$ cat src/rtl/dino_jump_ctrl.sv
// Per-frame jump physics for the dinosaur sprite: samples the raster once per frame in
// vertical blanking and drives the sprite bounding box used by the renderer.
//
// state  | meaning
// GROUND | standing at GROUND_Y, waiting for a jump request
// RISE   | moving up, velocity decays by GRAVITY each frame
// FALL   | moving down, velocity grows to MAX_FALL, lands at GROUND_Y
module dino_jump_ctrl #(
  parameter int SPRITE_LEFT = 300,
  parameter int SPRITE_W    = 20,
  parameter int SPRITE_H    = 16,
  parameter int GROUND_Y    = 200,
  parameter int TOP_LIMIT   = 40,
  parameter int JUMP_V      = 12,
  parameter int GRAVITY     = 1,
  parameter int MAX_FALL    = 15,
  parameter int FRAME_H     = 0,
  parameter int FRAME_V     = 481
) (
  input  logic        clk_25,
  input  logic        rst_n,
  input  logic [10:0] hcount,
  input  logic [10:0] vcount,
  input  logic        jump_btn,
  input  logic        freeze,
  output logic [10:0] sprite_left,
  output logic [10:0] sprite_right,
  output logic [10:0] sprite_top,
  output logic [10:0] sprite_bottom,
  output logic        airborne,
  output logic        land_pulse,
  output logic        frame_tick
);

  typedef enum logic [1:0] {S_GROUND, S_RISE, S_FALL} state_t;

  localparam logic [11:0] C_GROUND12 = 12'(GROUND_Y);
  localparam logic [10:0] C_GROUND11 = 11'(GROUND_Y);
  localparam logic [11:0] C_LIMIT12  = 12'(TOP_LIMIT);
  localparam logic [10:0] C_LIMIT11  = 11'(TOP_LIMIT);
  localparam logic [11:0] C_GRAV12   = 12'(GRAVITY);
  localparam logic [4:0]  C_GRAV5    = 5'(GRAVITY);
  localparam logic [10:0] C_JTOP     = 11'(GROUND_Y - JUMP_V);
  localparam logic [4:0]  C_JVEL     = 5'(JUMP_V - GRAVITY);

  state_t      r_state;
  logic [10:0] r_top;
  logic [4:0]  r_vel;
  logic        r_sync1, r_sync2, r_sync3;
  logic        r_pending;
  logic        r_tick;
  logic        r_land;

  logic        w_match;
  logic        w_edge;
  logic [11:0] w_top;
  logic [11:0] w_vel;
  logic [5:0]  w_vel_inc;
  logic [4:0]  w_fall_v;
  logic [10:0] w_vel11;

  assign w_match   = (hcount == 11'(FRAME_H)) && (vcount == 11'(FRAME_V));
  assign w_edge    = r_sync2 & ~r_sync3;
  assign w_top     = {1'b0, r_top};
  assign w_vel     = {7'd0, r_vel};
  assign w_vel11   = {6'd0, r_vel};
  assign w_vel_inc = {1'b0, r_vel} + 6'(GRAVITY);
  assign w_fall_v  = (w_vel_inc > 6'(MAX_FALL)) ? 5'(MAX_FALL) : w_vel_inc[4:0];

  always_ff @(posedge clk_25 or negedge rst_n) begin
    if (!rst_n) begin
      r_state   <= S_GROUND;
      r_top     <= C_GROUND11;
      r_vel     <= 5'd0;
      r_sync1   <= 1'b0;
      r_sync2   <= 1'b0;
      r_sync3   <= 1'b0;
      r_pending <= 1'b0;
      r_tick    <= 1'b0;
      r_land    <= 1'b0;
    end else begin
      r_sync1 <= jump_btn;
      r_sync2 <= r_sync1;
      r_sync3 <= r_sync2;
      r_tick  <= w_match;
      r_land  <= 1'b0;
      // every tick consumes or drops the request; an edge landing on the tick survives
      if (r_tick) r_pending <= w_edge;
      else if (w_edge) r_pending <= 1'b1;
      if (r_tick && !freeze) begin
        case (r_state)
          S_GROUND: begin
            if (r_pending) begin
              r_top   <= C_JTOP;
              r_vel   <= C_JVEL;
              r_state <= S_RISE;
            end
          end
          S_RISE: begin
            if (w_top < w_vel + C_LIMIT12) begin
              r_top   <= C_LIMIT11;
              r_vel   <= 5'd0;
              r_state <= S_FALL;
            end else begin
              r_top <= r_top - w_vel11;
              if (w_vel <= C_GRAV12) begin
                r_vel   <= 5'd0;
                r_state <= S_FALL;
              end else begin
                r_vel <= r_vel - C_GRAV5;
              end
            end
          end
          S_FALL: begin
            if (w_top + w_vel >= C_GROUND12) begin
              r_top   <= C_GROUND11;
              r_vel   <= 5'd0;
              r_state <= S_GROUND;
              r_land  <= 1'b1;
            end else begin
              r_top <= r_top + w_vel11;
              r_vel <= w_fall_v;
            end
          end
          default: r_state <= S_GROUND;
        endcase
      end
    end
  end

  assign sprite_left   = 11'(SPRITE_LEFT);
  assign sprite_right  = 11'(SPRITE_LEFT + SPRITE_W);
  assign sprite_top    = r_top;
  assign sprite_bottom = r_top + 11'(SPRITE_H);
  assign airborne      = (r_state != S_GROUND);
  assign land_pulse    = r_land;
  assign frame_tick    = r_tick;

endmodule

$ cat config.mk
export PLATFORM = sky130hd
export DESIGN_NAME = dino_jump_ctrl
export DESIGN_NICKNAME = d
export VERILOG_FILES = /design/src/rtl/dino_jump_ctrl.sv
export SDC_FILE = /design/constraint.sdc
export NUM_CORES = 1
export LEC_CHECK = 0
export ABC_CLOCK_PERIOD_IN_PS = 4000
export BUFFER_PORTS_ARGS = -buffer_cell sky130_fd_sc_hd__buf_2
export CAP_MARGIN = 10
export CELL_PAD_IN_SITES_DETAIL_PLACEMENT = 0
export CELL_PAD_IN_SITES_GLOBAL_PLACEMENT = 1
export CORE_MARGIN = 1
export CORE_UTILIZATION = 43
export CTS_BUF_LIST = sky130_fd_sc_hd__clkbuf_4
export CTS_CLUSTER_DIAMETER = 120
export CTS_CLUSTER_SIZE = 16
export DETAILED_ROUTE_END_ITERATION = 6
export PLACE_DENSITY_LB_ADDON = 0.1
export SLEW_MARGIN = 20
export SYNTH_ARGS = -nofsm -noshare
export SYNTH_HDL_FRONTEND = slang
export SYNTH_SLANG_ARGS = --single-unit
$ cat constraint.sdc
create_clock -name clk_25 -period 4 [get_ports clk_25]
set_input_delay 0.6 -clock clk_25 [delete_from_list [all_inputs] [get_ports clk_25]]
set_output_delay 0.6 -clock clk_25 [all_outputs]
set_load 0.02 [all_outputs]
* After elaboration in Yosys (flattened, before gate mapping)
Index checks and enable logic that the tools add are counted.
** Storage, ports and cells
- Latch bits :: 0
- Output and inout bits :: 47
- ROM bits :: 0
- Input port bits :: 26
- Logic and storage cells :: 58
- Memories kept :: 0
- Register bits after elaboration :: 24
- RAM bits :: 0
** Cells by class
- Reduce and logical (&&, ||, !) cells :: 10
- Shift-type cells :: 0
- Order comparisons :: 4
- Multiply operators :: 0
- Multiplexer cells :: 20
- Eq/ne operators :: 6
- $add $sub $neg :: 7
- Bitwise logic cells :: 2
- Div/mod/pow operators :: 0
** Operators by type and width (number)
- two-way mux 11 bit :: 3
- one-hot mux 11 bit (3 select lines) :: 1
- two-way mux 5 bit :: 5
- one-hot mux 5 bit (3 select lines) :: 1
- adder 11 x 5 -> 12 bit :: 1
- greater-or-equal comparator 12 x 8 -> 1 bit (second input constant) :: 1
- adder 11 x 5 -> 11 bit :: 1
- adder 11 x 5 -> 11 bit (second input constant) :: 1
- equality test 11 x 9 -> 1 bit (second input constant) :: 1
- zero test 11 bit :: 1
- less-than comparator 11 x 7 -> 1 bit :: 1
- subtractor 11 x 5 -> 11 bit :: 1
- two-way mux 2 bit :: 4
- adder 5 x 6 -> 7 bit (second input constant) :: 1
- adder 5 x 1 -> 6 bit (second input constant) :: 1
- > comparator 6 x 4 -> 1 bit (second input constant) :: 1
- one-hot mux 2 bit (3 select lines) :: 1
- less-or-equal comparator 5 x 1 -> 1 bit (second input constant) :: 1
- two-way mux 1 bit :: 5
- subtractor 5 x 1 -> 5 bit (second input constant) :: 1
- inequality test 2 bit (second input constant) :: 2
- AND reduction 4 bit :: 1
- nonzero test 2 bit :: 2
- inequality test 3 bit (second input constant) :: 1
- other kinds (9) :: 10

* Depth between registers and ports, before layout
- Word-level depth :: 5
- Mapped depth :: 12
- Mapped depth without buffers :: 11

* Least setup slack after synthesis
OpenSTA, ideal clock, no wires.
- Path type :: reg-to-reg
- Start point :: reg r_vel[2]
- End point :: reg r_state[0]
- Required time :: 3.872 ns
- Buffers on the path :: 2
- Stages on the path, launching flop included :: 12
- Path slack :: 1.358 ns
- Clock period less this slack :: 2.642 ns
- Arrival time :: 2.515 ns
- Library setup time :: 0.128 ns
- Cell sequence :: dfrtp_1 clkbuf_1 inv_1 ha_1 and2b_1 a21oi_4 a221o_1 nand3_1 and3_1 buf_4 a31oi_2 mux2_1
** On the way
- Cells in the longest elaborated chain, start to end :: 4
- Elaborated cells between the ends (all ways) :: 10
- Classes of those cells :: add/sub (2); order compare (3); eq/ne (2); mux (2); reduce/logical (1)
** Ends and longest elaborated chain
- start, declared :: RTL line 48 : logic [4:0] r_vel;
- start signal, assigned :: RTL line 110 : r_vel <= r_vel - C_GRAV5;
- start signal, assigned :: RTL line 122 : r_vel <= w_fall_v;
- adder 11 x 5 -> 12 bit or adder 5 x 6 -> 7 bit (tied branches) :: RTL line 115, 100
- greater-or-equal comparator 12 x 8 -> 1 bit or less-than comparator 11 x 7 -> 1 bit (tied branches) :: RTL line 115, 100
- inequality test 2 bit (no line) (tied with other cells)
- AND reduction 4 bit (no line) or one-hot mux 2 bit (3 select lines) (tied branches)
- end signal, assigned :: RTL line 108 : r_state <= S_FALL;
- end signal, assigned :: RTL line 118 : r_state <= S_GROUND;
- end signal, assigned :: RTL line 125 : default: r_state <= S_GROUND;
- end, declared :: RTL line 46 : state_t r_state;
Several ways; a longest one is shown, not always the timed one.
A chain may end at the register's enable or synchronous reset.

* Worst setup path in the final report
- Start point :: reg r_vel[3]
- End point :: reg r_state[0]
The elaborated chain is that of the path after synthesis.

==> results.sh <==
export IMPL_power_density_mw_per_mm2=146
export IMPL_finalClockSkew_ps=6.84
export IMPL_crit_slowest_cell="dfrtp_1"
export IMPL_ys_async_sr_fraction_pct=100
export IMPL_rows=27
export IMPL_ys_ff_latch=24
export IMPL_cts_htree_levels=1
export IMPL_gp_congestion=0.898
export IMPL_synth_edf_count=0
export IMPL_drcViolationCount=0
export IMPL_vias=2404
export IMPL_yosysUniqueCellTypes=65
export IMPL_viasPerCell=5.89
export IMPL_multi_input_area_mm2=0.00165
export IMPL_initial_core_util_pct=45.5
export IMPL_synth_main_ff_cell="dfrtp_1"
export IMPL_fin_crit_ps=3150
export IMPL_critPathMaxStageDelay_ps=470
export IMPL_synth_area_mm2=0.00257
export IMPL_first_global_vias=2182
export IMPL_stdcell_count=408
export IMPL_path_cells="clkinv_1, ha_1, nor2b_1, a211oi_2, o21ai_1, nand3_1, and3_1, a31oi_2, mux2_1"
export IMPL_die_w_um=79.3
export IMPL_cts_sinks=24
export IMPL_clk_pin_slew_ps=150
export IMPL_cts_tree="done"
export IMPL_die_area_mm2=0.00628
export IMPL_relSlewSlack_pct=57.9
export IMPL_hpwl_um=5100
export IMPL_critPathLaunchType="register"
export IMPL_antenna_left=0
export IMPL_rsz0062_at_grt="no"
export IMPL_clk_latency_ps=320
export IMPL_cp_required_ps=4220
export IMPL_syn2layout_area_growth_pct=6.04
export IMPL_slew_viol_final=0
export IMPL_grt_pass1_wl_um=11000
export IMPL_grt_total_usage_pct=22.5
export IMPL_drive_above_1_share_pct=21.4
export IMPL_final_cell_mix="buf_2, ha_1, inv_1"
export IMPL_cp_top_family="simple AND/OR/NAND/NOR gates"
export IMPL_clock_fmax_mhz=318
export IMPL_root_buffer="clkbuf_4"
export IMPL_synth_top_area_cell="dfrtp_1"
export IMPL_worst_slew_pin_transition_ps=632
export IMPL_cts_path_max_buffers=2
export IMPL_yosysSeqAreaShare_pct=23.5
export IMPL_ys_warn_count=0
export IMPL_firstDrtPassIters=4
export IMPL_end_kind="register"
export IMPL_register_area_um2=604
export IMPL_irDropWorstVdd_mv=0.0767
export IMPL_finalSetupViolations=0
export IMPL_grt_max_degree=25
export IMPL_cts_hold_buf=0
export IMPL_synth_area_leaders="dfrtp_1, ha_1, buf_4, inv_1, dfstp_2"
export IMPL_layout_commonest_cell="buf_2"
export IMPL_cts_setup_buffers=0
export IMPL_numCtsBuffers=3
export IMPL_fillers=581
export IMPL_grt_overflow=0
export IMPL_core_area_mm2=0.00564
export IMPL_drtIter0Drc=156
export IMPL_nNetsFinal=389
export IMPL_critPathMaxFanout=14
export IMPL_setup_tns_ps=0
export IMPL_hold_path_class="in -> async"
export IMPL_fin_crit_sh_pct=78.7
export IMPL_avgSynthCellArea_um2=8.47
export IMPL_post_synth_top_area_fraction_pct=20.5
export IMPL_crit_buf_inv=1
export IMPL_p_leak_nw=1.27
export IMPL_wl_um=6770
export IMPL_die_height_um=79.3
export IMPL_wl_per_cell_um=16.6
export IMPL_status="finished clean"
export IMPL_crit_type="reg -> reg"
export IMPL_maxCapViolCount=0
export IMPL_antenna_found_initial=0
export IMPL_pin_count=73
export IMPL_diodes=0
export IMPL_synth_cells=303
export IMPL_worst_ep_arrival_time_ps=3370
export IMPL_report_final_hold_viol_count=0
export IMPL_post_cts_resized=0
export IMPL_dp_cells=404
export IMPL_port_buffers=50
-- synthesized netlist by cell type, types with 2 or more instances --
library cell,number
inv_1,23
xor2_1,4
a41oi_1,2
nor2_1,16
nor4_1,4
nor4_2,2
conb_1,2
a211oi_1,4
nand4_1,9
nor3_1,8
dfrtp_1,21
a22oi_1,2
dfstp_2,3
a32oi_1,5
buf_6,3
and3_1,5
o21ai_0,15
buf_4,29
o2111ai_1,2
o21ai_1,4
a21oi_1,15
nor4b_1,3
a211oi_2,2
nand2b_1,4
clkbuf_1,8
fa_1,2
nand2_1,12
nor2b_1,5
ha_1,24
o211ai_1,4
a22o_1,3
a31oi_1,5
nand3_1,15
xnor2_1,4
a41oi_2,2
o22ai_1,3
-- stage by stage --
step / area (um^2) / worst slack, ps / total power [mW] / utilization, % / hold slack (ps)
final: 2720 / 852 / 0.397 / 48.3 / 258
after global routing: 2720 / 636 / 0.416 / 48.3 / 279
after CTS: 2720 / 906 / 0.404 / 48.3 / 274
after detailed placement: 2700 / 934 / 0.286 / 47.8 / 344
after global placement: 2700 / 937 / 0.285 / 47.8 / 334
after floorplan: 2640 / 1360 / 0.285 / - / 304
-- per-layer routing --
metal / GRT usage (%) / vias to the layer above / share of wire (%)
met5: 0 / - / 0
met4: 5.27 / 0 / 0.61
met3: 1.38 / 2 / 5.2
met2: 37.2 / 101 / 48
met1: 31.9 / 1173 / 47
li1: - / 1128 / -
-- power breakdown --
group | switching, mW | total, mW | internal [mW] | leakage [nW]
combinational | 0.0265 | 0.0361 | 0.00962 | 0.983
sequential | 0.000564 | 0.245 | 0.244 | 0.276
clock | 0.0797 | 0.116 | 0.0365 | 0.0154
-- kinds of logic after synthesis --
family,count (synthesis),share of synthesized area [%]
AND/OR/NAND/NOR,89,19.2
flip-flops,24,23.5
buffers and inverters,66,15.0
other,2,0.293
XOR/XNOR,8,2.73
adder cells (fa/ha/maj),26,13.3
AO/OA/AOI/OAI,86,25.2
multiplexers,2,0.828
-- state kept, by name, indices dropped and copies added, names as in the netlist --
register / count
r_sync3: 1
frame_tick: 1
sprite_top: 11
land_pulse: 1
r_sync2: 1
r_state: 2
r_vel: 5
r_pending: 1
r_sync1: 1
-- worst reg2reg max path, cell delays in order, from the launching register on --
cell      delay, ps
dfrtp_1         470
clkinv_1        250
ha_1            460
nor2b_1         330
a211oi_2         90
o21ai_1         270
nand3_1         110
and3_1          400
a31oi_2         320
mux2_1          350
-- layout make-up --
cell class,instances,area share [%]
Multi-Input combinational cell,233,60.8
Sequential cell,24,22.2
Timing Repair Buffer,51,9.47
Inverter,24,3.31
Tap cell,72,3.31
Clock buffer,3,0.827
Clock inverter,1,0.138
-- path summary, 6_finish.rpt --
check | from | endpoint | slack [ps] | cells after the start
min reg2reg | r_sync1 | r_sync2 | 370 | 0
min in group clk_25 | r_sync1 | r_sync2 | 370 | 0
max | r_vel[3] | r_state[0] | 850 | 9
max in group asynchronous | rst_n | sprite_top[4] | 3360 | 1
max reg2reg | r_vel[3] | r_state[0] | 850 | 9
min | rst_n | r_state[1] | 260 | 1
(Power assumes the default switching activity.)
